File: src/rtl/branch_sequencer_if.sv
// Handshake and datapath strobe bundle between the decoder/datapath and the branch sequencer.
// The decoder side is the master (issues start/stall/con_ff); the sequencer is the slave.
interface branch_sequencer_if #(
  parameter int CW = 16
);
  logic          start;
  logic          stall;
  logic          con_ff;
  logic          gra;
  logic          r_out;
  logic          con_in;
  logic          pc_out;
  logic          y_in;
  logic          c_out;
  logic          alu_add;
  logic          z_in;
  logic          z_low_out;
  logic          pc_in;
  logic          busy;
  logic          done;
  logic          branch_taken;
  logic [CW-1:0] taken_count;
  logic [CW-1:0] not_taken_count;

  modport master (
    output start, stall, con_ff,
    input  gra, r_out, con_in, pc_out, y_in, c_out, alu_add, z_in, z_low_out, pc_in,
    input  busy, done, branch_taken, taken_count, not_taken_count
  );

  modport slave (
    input  start, stall, con_ff,
    output gra, r_out, con_in, pc_out, y_in, c_out, alu_add, z_in, z_low_out, pc_in,
    output busy, done, branch_taken, taken_count, not_taken_count
  );
endinterface

File: src/rtl/branch_sequencer.sv
// Conditional-branch control slice: CON load, PC + sign-extended C, conditional PC load,
// plus saturating taken/not-taken statistics.
//
// state | meaning
// IDLE  | waiting for start, all strobes low
// T3    | Ra onto bus, load CON flip-flop
// T4    | PC onto bus, load Y
// T5    | C onto bus, ALU add, load Z
// T6    | Z low onto bus, load PC only if con_ff
module branch_sequencer #(
  parameter int CW = 16
) (
  input logic               clock,
  input logic               reset,
  branch_sequencer_if.slave bus
);

  typedef enum logic [2:0] {
    IDLE = 3'd0,
    T3   = 3'd1,
    T4   = 3'd2,
    T5   = 3'd3,
    T6   = 3'd4
  } state_t;

  localparam logic [CW-1:0] ONE = CW'(1);

  state_t        state;
  logic          done_q;
  logic          taken_q;
  logic [CW-1:0] taken_cnt;
  logic [CW-1:0] not_taken_cnt;
  logic          run;

  assign run = !bus.stall;

  always_ff @(posedge clock or posedge reset) begin
    if (reset) begin
      state         <= IDLE;
      done_q        <= 1'b0;
      taken_q       <= 1'b0;
      taken_cnt     <= '0;
      not_taken_cnt <= '0;
    end else begin
      done_q <= 1'b0;
      case (state)
        IDLE: if (bus.start) state <= T3;
        T3:   if (run) state <= T4;
        T4:   if (run) state <= T5;
        T5:   if (run) state <= T6;
        T6: begin
          if (run) begin
            state   <= IDLE;
            done_q  <= 1'b1;
            taken_q <= bus.con_ff;
            // statistics saturate so a long debug run never reports a wrapped count
            if (bus.con_ff) begin
              if (taken_cnt != '1) taken_cnt <= taken_cnt + ONE;
            end else begin
              if (not_taken_cnt != '1) not_taken_cnt <= not_taken_cnt + ONE;
            end
          end
        end
        default: state <= IDLE;
      endcase
    end
  end

  // strobes are same-cycle decodes so a stall blanks them without waiting a clock
  assign bus.gra       = (state == T3) && run;
  assign bus.r_out     = (state == T3) && run;
  assign bus.con_in    = (state == T3) && run;
  assign bus.pc_out    = (state == T4) && run;
  assign bus.y_in      = (state == T4) && run;
  assign bus.c_out     = (state == T5) && run;
  assign bus.alu_add   = (state == T5) && run;
  assign bus.z_in      = (state == T5) && run;
  assign bus.z_low_out = (state == T6) && run;
  assign bus.pc_in     = (state == T6) && run && bus.con_ff;

  assign bus.busy            = (state != IDLE);
  assign bus.done            = done_q;
  assign bus.branch_taken    = taken_q;
  assign bus.taken_count     = taken_cnt;
  assign bus.not_taken_count = not_taken_cnt;

endmodule

File: src/flat_wrapper.sv
// flat-port wrapper written by rule: the top's interface ports become plain ports
module branch_sequencer_flat 
#(
  parameter int CW = 16
)
  (clock, reset, bus_start, bus_stall, bus_con_ff, bus_gra, bus_r_out, bus_con_in, bus_pc_out, bus_y_in, bus_c_out, bus_alu_add, bus_z_in, bus_z_low_out, bus_pc_in, bus_busy, bus_done, bus_branch_taken, bus_taken_count, bus_not_taken_count);
  branch_sequencer_if #(.CW(CW)) bus_i ();
  input logic clock;
  input logic reset;
  input wire logic [$bits(bus_i.start)-1:0] bus_start;
  input wire logic [$bits(bus_i.stall)-1:0] bus_stall;
  input wire logic [$bits(bus_i.con_ff)-1:0] bus_con_ff;
  output wire logic [$bits(bus_i.gra)-1:0] bus_gra;
  output wire logic [$bits(bus_i.r_out)-1:0] bus_r_out;
  output wire logic [$bits(bus_i.con_in)-1:0] bus_con_in;
  output wire logic [$bits(bus_i.pc_out)-1:0] bus_pc_out;
  output wire logic [$bits(bus_i.y_in)-1:0] bus_y_in;
  output wire logic [$bits(bus_i.c_out)-1:0] bus_c_out;
  output wire logic [$bits(bus_i.alu_add)-1:0] bus_alu_add;
  output wire logic [$bits(bus_i.z_in)-1:0] bus_z_in;
  output wire logic [$bits(bus_i.z_low_out)-1:0] bus_z_low_out;
  output wire logic [$bits(bus_i.pc_in)-1:0] bus_pc_in;
  output wire logic [$bits(bus_i.busy)-1:0] bus_busy;
  output wire logic [$bits(bus_i.done)-1:0] bus_done;
  output wire logic [$bits(bus_i.branch_taken)-1:0] bus_branch_taken;
  output wire logic [$bits(bus_i.taken_count)-1:0] bus_taken_count;
  output wire logic [$bits(bus_i.not_taken_count)-1:0] bus_not_taken_count;
  assign bus_i.start = bus_start;
  assign bus_i.stall = bus_stall;
  assign bus_i.con_ff = bus_con_ff;
  assign bus_gra = bus_i.gra;
  assign bus_r_out = bus_i.r_out;
  assign bus_con_in = bus_i.con_in;
  assign bus_pc_out = bus_i.pc_out;
  assign bus_y_in = bus_i.y_in;
  assign bus_c_out = bus_i.c_out;
  assign bus_alu_add = bus_i.alu_add;
  assign bus_z_in = bus_i.z_in;
  assign bus_z_low_out = bus_i.z_low_out;
  assign bus_pc_in = bus_i.pc_in;
  assign bus_busy = bus_i.busy;
  assign bus_done = bus_i.done;
  assign bus_branch_taken = bus_i.branch_taken;
  assign bus_taken_count = bus_i.taken_count;
  assign bus_not_taken_count = bus_i.not_taken_count;
  branch_sequencer #(.CW(CW)) u_core (.clock(clock), .reset(reset), .bus(bus_i));
endmodule
File: config.mk
export PLATFORM = sky130hd
export DESIGN_NAME = branch_sequencer_flat
export DESIGN_NICKNAME = d
export VERILOG_FILES = /design/src/rtl/branch_sequencer_if.sv /design/src/rtl/branch_sequencer.sv /design/src/flat_wrapper.sv
export SDC_FILE = /design/constraint.sdc
export NUM_CORES = 1
export LEC_CHECK = 0
export CAP_MARGIN = 0
export CORE_AREA = 2 2 65 67
export CTS_CLUSTER_SIZE = 8
export DETAILED_ROUTE_END_ITERATION = 10
export DIE_AREA = 0 0 67 69
export GPL_ROUTABILITY_DRIVEN = 0
export PLACE_DENSITY = 0.86
export SKIP_CTS_REPAIR_TIMING = 1
export SYNTH_ARGS = -nofsm -noshare
export SYNTH_HDL_FRONTEND = slang
export SYNTH_SLANG_ARGS = --single-unit
File: constraint.sdc
create_clock -name clock -period 3.8 [get_ports clock]
set_clock_uncertainty 0.05 [all_clocks]
set_input_delay 0.38 -clock clock [delete_from_list [all_inputs] [get_ports clock]]
set_output_delay 0.38 -clock clock [all_outputs]
set_load 0.01 [all_outputs]
==> results.toml, run 1 <==
[power_and_ir_drop]
pwr-share-clk = 0.325
vdd_drop_max_mv = 0.2748
power_switching_mw = 0.3033
power.share.combinational = 0.221
p_int_mw = 0.7902
seq_power_share = 0.455
power_mw = 1.094
powerDensity_nw_per_um2 = 432.4
p_leak_nw = 1.112
switching_share = 0.2774

[critical_path]
worstPathRequired_ns = 3.37
arrival_ns = 2.38
cp_max_fo = 14
start_kind = "primary input"
path_class = "in -> out"
end_kind = "output pin"

[drt]
routed_via_density = 5.381
drc_errors = 0
ant_nets = 0
vias = 1469
wirelength_um = 3856
dr.first_iter.drc_count = 141
wl_per_cell_um = 14.12
dr.pass1.iters = 4

[timing]
fmax_ghz = 0.3565
min_period_ns = 2.805
rsz0062_at_grt = "false"
finalCritPeriodShare = 0.7382
tns_ns = 0
hold_violations = 0
finalMaxSlewViolations = 0
setup-violations-final = 0
slew_headroom = 0.3470
tightest_slew_ns = 0.9784
holdWs_ns = 0.4471

[place]
placed_cells = 265
portBuffers = 49
post_dp_cell_area_sq_um = 2409
dpl.hpwl_um = 2779

[yosys]
ys_types = 35
syn_avg_cell_area_sq_um = 11.04
ys_seq_area_frac = 0.4878
synth_nets = 179
ys_seq_elements = 37
yosys_warnings = 0
netlist_area_sq_um = 1898
synthCells = 172

[finish]
drive_gt1_frac = 0.09417
antenna_cells = 0
fin_area_sq_um = 2529
fin_nets = 229
n_fill_cell = 319
final_cells = 273
mostFrequentLayoutCells = "49 x clkdlybuf4s50_1, 37 x dfrtp_1, 18 x xor2_1, 15 x nand3_1, 13 x xnor2_1"
areaGrowthSynthToFinish_pct = 33.22
final_common_cell = "clkdlybuf4s50_1"

[die]
start_util = 0.4850
die_height_um = 69
core_area_sq_um = 3914
die_w_um = 67
num_rows = 23
dieArea_sq_um = 4623
ios = 50

[global_routing]
grt_max_degree = 27
grt_use_total = 0.1831
grt-ovfl-total = 0
grt_pass1_vias = 1401
grt_pass1_wl_um = 6472
antenna_found_initial = 0

[clock_tree]
cts_tree = "done"
insertion_delay_ns = 0.29
htreeDepth = 2
clock-sinks = 37
clock_path_buffers = 2
clk_pin_slew_ns = 0.07
cts-buffers-inserted = 5
root_buffer = "clkbuf_8"

[run_status]
status = "completed"

[run]
cap_violations = 0

[min_path]
holdCritPathClass = "reg -> reg"
[logic make-up (layout without fill, tap and decap cells)]
logic type      Yosys count  in the layout  synth area share
compound gates            4              4           0.01582
xor+xnor                 31             31            0.1430
fa+ha+maj                 2              2           0.01318
buf+inv                  12             63           0.04218
flops                    37             37            0.4878
mux                       2              2           0.01186
simple gates             84             84            0.2861
[power by group through the flow]
stage          Sequential, mW  Combinational, mW  Clock (mW)
2_1_floorplan           0.494              0.143           0
3_3_place_gp            0.501              0.236           0
3_5_place_dp            0.503              0.242           0
4_1_cts                 0.495              0.245       0.360
5_1_grt                 0.505              0.265       0.383
6_report                0.497              0.241       0.355
[per-layer routing]
metal  part of all wire  GRT usage  vias up
li1                   -          -      716
met1               0.45     0.2454      704
met2               0.49     0.2827       43
met3              0.050    0.05383        6
met4              0.013    0.05896        0
met5                  0          0        -
[synthesized netlist by cell type]
cell type  count  area [sq um]
inv_1          3         11.26
nand2_4        1         11.26
clkbuf_1       1         3.750
or3_1          1         6.260
xnor2_1       13         113.9
nand2_1       11         41.29
nor2_2         1         6.260
ha_1           2         25.02
clkinv_2       1         5.000
xor2_1        18         157.7
nor2b_1        1         6.260
nand2b_1       1         6.260
buf_4          5         37.54
nor4bb_1       1         10.01
a211oi_1       1         7.510
mux2_1         1         11.26
nor4b_1        3         26.28
or4b_4         1         13.76
nor4_1         4         25.02
nor4_4         3         63.81
and4_1         5         43.79
buf_6          2         22.52
nand4_1       11         68.82
nand3_1       15         75.07
nor2_1         8         30.03
a31o_2         1         8.760
dfrtp_1       37         925.9
a21oi_1        1         5.000
nor3b_1        1         7.510
nor4_2         1         12.51
mux2_2         1         11.26
nand4b_1       2         17.52
nor3_1         8         40.04
and3_1         5         31.28
a211o_1        1         8.760
[worst paths after layout]
path	start	endpoint	slack, ns	depth (start not counted)
min in group asynchronous	reset	u_core.bus.taken_count[6]	0.57	2
max	bus_stall	bus_pc_in	0.99	6
min	u_core.bus.not_taken_count[15]	u_core.bus.not_taken_count[15]	0.45	1
min reg2reg	u_core.bus.not_taken_count[15]	u_core.bus.not_taken_count[15]	0.45	1
max reg2reg	u_core.state[1]	u_core.bus.taken_count[1]	1.70	5
max in group asynchronous	reset	u_core.state[1]	2.41	3
[flip-flops by register name, indices dropped and copies added, names as in the netlist]
name and cells:
u_core.bus.branch_taken 1, u_core.bus.done 1, u_core.bus.not_taken_count 16, u_core.bus.taken_count 16
u_core.state 3
[metrics by stage]
step | worst slack [ns] | utilization
global placement | 1.029 | 0.6154
floorplan | 1.821 | -
finish | 0.9947 | 0.6461
global route | 0.9101 | 0.6461
detailed placement | 1.009 | 0.6154
CTS | 0.9967 | 0.6461
[critical path: stages]
cell and delay (ns):
clkdlybuf4s50_1 0.53, or4b_4 0.59, clkinv_2 0.12, nand2_4 0.14, inv_1 0.09, clkdlybuf4s50_1 0.53
[area by class of cell]
| cell class | instances | area, sq um | share of cell area |
|---|---|---|---|
| clock buffer | 6 | 82.58 | 0.03266 |
| timing repair buffer | 51 | 505.5 | 0.1999 |
| tap | 50 | 62.56 | 0.02474 |
| clock inverter | 2 | 37.54 | 0.01484 |
| sequential | 37 | 925.9 | 0.3662 |
| multi-input combinational | 123 | 898.4 | 0.3553 |
| inverter | 4 | 16.27 | 0.006432 |
Note: power is estimated with default switching activity, not from simulation.
==> run 2: changes to the inputs <==
CORE_AREA = 2 2 70 72   (was 2 2 65 67)
DIE_AREA = 0 0 72 74   (was 0 0 67 69)
PLACE_DENSITY = 0.79   (was 0.86)
clock period = 2.2 ns   (was 3.8 ns; I/O delays follow)
==> results.toml, run 2 (same netlist as run 1, synthesis figures left out) <==
[finish]
fin_area_sq_um = 2629
areaGrowthSynthToFinish_pct = 38.50
antenna_cells = 0
final_common_cell = "clkdlybuf4s50_1"
n_fill_cell = 381
mostFrequentLayoutCells = "47 x clkdlybuf4s50_1, 36 x dfrtp_1, 18 x xor2_1, 17 x buf_4, 15 x nand3_1"
drive_gt1_frac = 0.1597
fin_nets = 244

[timing]
fmax_ghz = 0.4742
finalMaxSlewViolations = 0
worst_slack_ns = 0.09107
hold_violations = 0
setup-violations-final = 0
slew_headroom = 0.6528
tightest_slew_ns = 0.5165
finalCritPeriodShare = 0.9586
min_period_ns = 2.109
rsz0062_at_grt = "false"

[critical_path]
ff2ff_setup_slack_ns = 0.16
path_class = "reg -> out"
worstPathRequired_ns = 1.93
start_kind = "register"
arrival_ns = 1.84
end_kind = "output pin"
cp_max_fo = 8

[global_routing]
top_usage_layer = "met2"
grt.met2_usage = 0.2654
grtUsageMet3 = 0.05014
antenna_found_initial = 0
grt-ovfl-total = 0
use_met1 = 0.1774
grt_pass1_wl_um = 6230
grt_pass1_vias = 1475
grt_max_degree = 38
grt_use_total = 0.1518

[clock_tree]
clk_pin_slew_ns = 0.07
clock-sinks = 37
htreeDepth = 2
insertion_delay_ns = 0.28
cts-buffers-inserted = 5
root_buffer = "clkbuf_8"
cts_tree = "done"
clock_path_buffers = 2

[min_path]
holdCritPathClass = "in -> async"

[die]
start_util = 0.4128
num_rows = 25
core_area_sq_um = 4598
die_height_um = 74
die_w_um = 72
dieArea_sq_um = 5328
ios = 50

[power_and_ir_drop]
powerDensity_nw_per_um2 = 688.2
vdd_drop_max_mv = 0.3867
p_leak_nw = 1.211

[run]
cap_violations = 0

[drt]
dr.pass1.iters = 4
wirelength_um = 3869
routed_via_density = 5.329
dr.first_iter.drc_count = 55
drc_errors = 0
vias = 1556
ant_nets = 0
wl_per_cell_um = 13.25

[place]
portBuffers = 49
post_dp_cell_area_sq_um = 2526
dp_slack_ns = -0.07638
dpl.hpwl_um = 2934

[run_status]
status = "completed"
==> run 2: through the flow <==
stage	setup TNS, ns	cells	total power, mW	hold slack (ns)	util
final	0	292	1.809	0.2904	0.5717
after global routing	0	292	1.916	0.3504	0.5717
after CTS	-0.1193	292	1.826	0.2977	0.5673
after detailed placement	-0.2258	284	1.365	0.4229	0.5494
after global placement	-0.01792	284	1.352	0.4124	0.5494
after floorplan	0	172	1.099	0.3238	-
==> run 2: area by class of cell <==
| cell class | instances | area, sq um | area share |
|---|---|---|---|
| flip-flops and latches | 37 | 927.1 | 0.3527 |
| repair buffers | 66 | 623.1 | 0.2370 |
| multi-input cells | 123 | 910.9 | 0.3465 |
| clock inverters | 2 | 10.01 | 0.003808 |
| well taps | 54 | 67.56 | 0.02570 |
| inverters | 4 | 17.52 | 0.006663 |
| clock buffers | 6 | 72.57 | 0.02761 |
==> run 2: worst max-delay path, cell delays in order (launching register included) <==
cell	delay [ns]
dfrtp_1	0.38
buf_4	0.16
nor4b_1	0.32
buf_4	0.18
clkdlybuf4s50_1	0.53
==> run 2: per-layer routing <==
layer	wire length, um	vias up	part of all wire
met5	0	-	0
met4	19	0	0.0049
met3	217	2	0.056
met2	1944	43	0.50
met1	1688	760	0.44
li1	-	751	-
==> run 2: report_power, final <==
group	total (mW)	internal [mW]	switching (mW)	leakage, nW
logic	0.546	0.317	0.228	0.658
registers	0.813	0.748	0.0651	0.508
clock network	0.450	0.219	0.231	0.0450
total	1.81	1.29	0.524	1.21
==> run 2: worst paths after layout <==
path | start | end | cells past startpoint
worst max-delay path | u_core.state[1] | bus_r_out | 4
max in group asynchronous | reset | u_core.state[2] | 3
worst min-delay path | reset | u_core.bus.not_taken_count[2] | 3
worst max register to register | u_core.state[2] | u_core.bus.not_taken_count[15] | 5
min in group clock | u_core.bus.branch_taken | u_core.bus.branch_taken | 2
worst min register to register | u_core.bus.branch_taken | u_core.bus.branch_taken | 2
==> run 3: changes to the inputs <==
CTS_CLUSTER_DIAMETER = 150   (was not set)
==> results of run 3 <==
The final DEF is identical to that of run 2; final timing and power are the same.
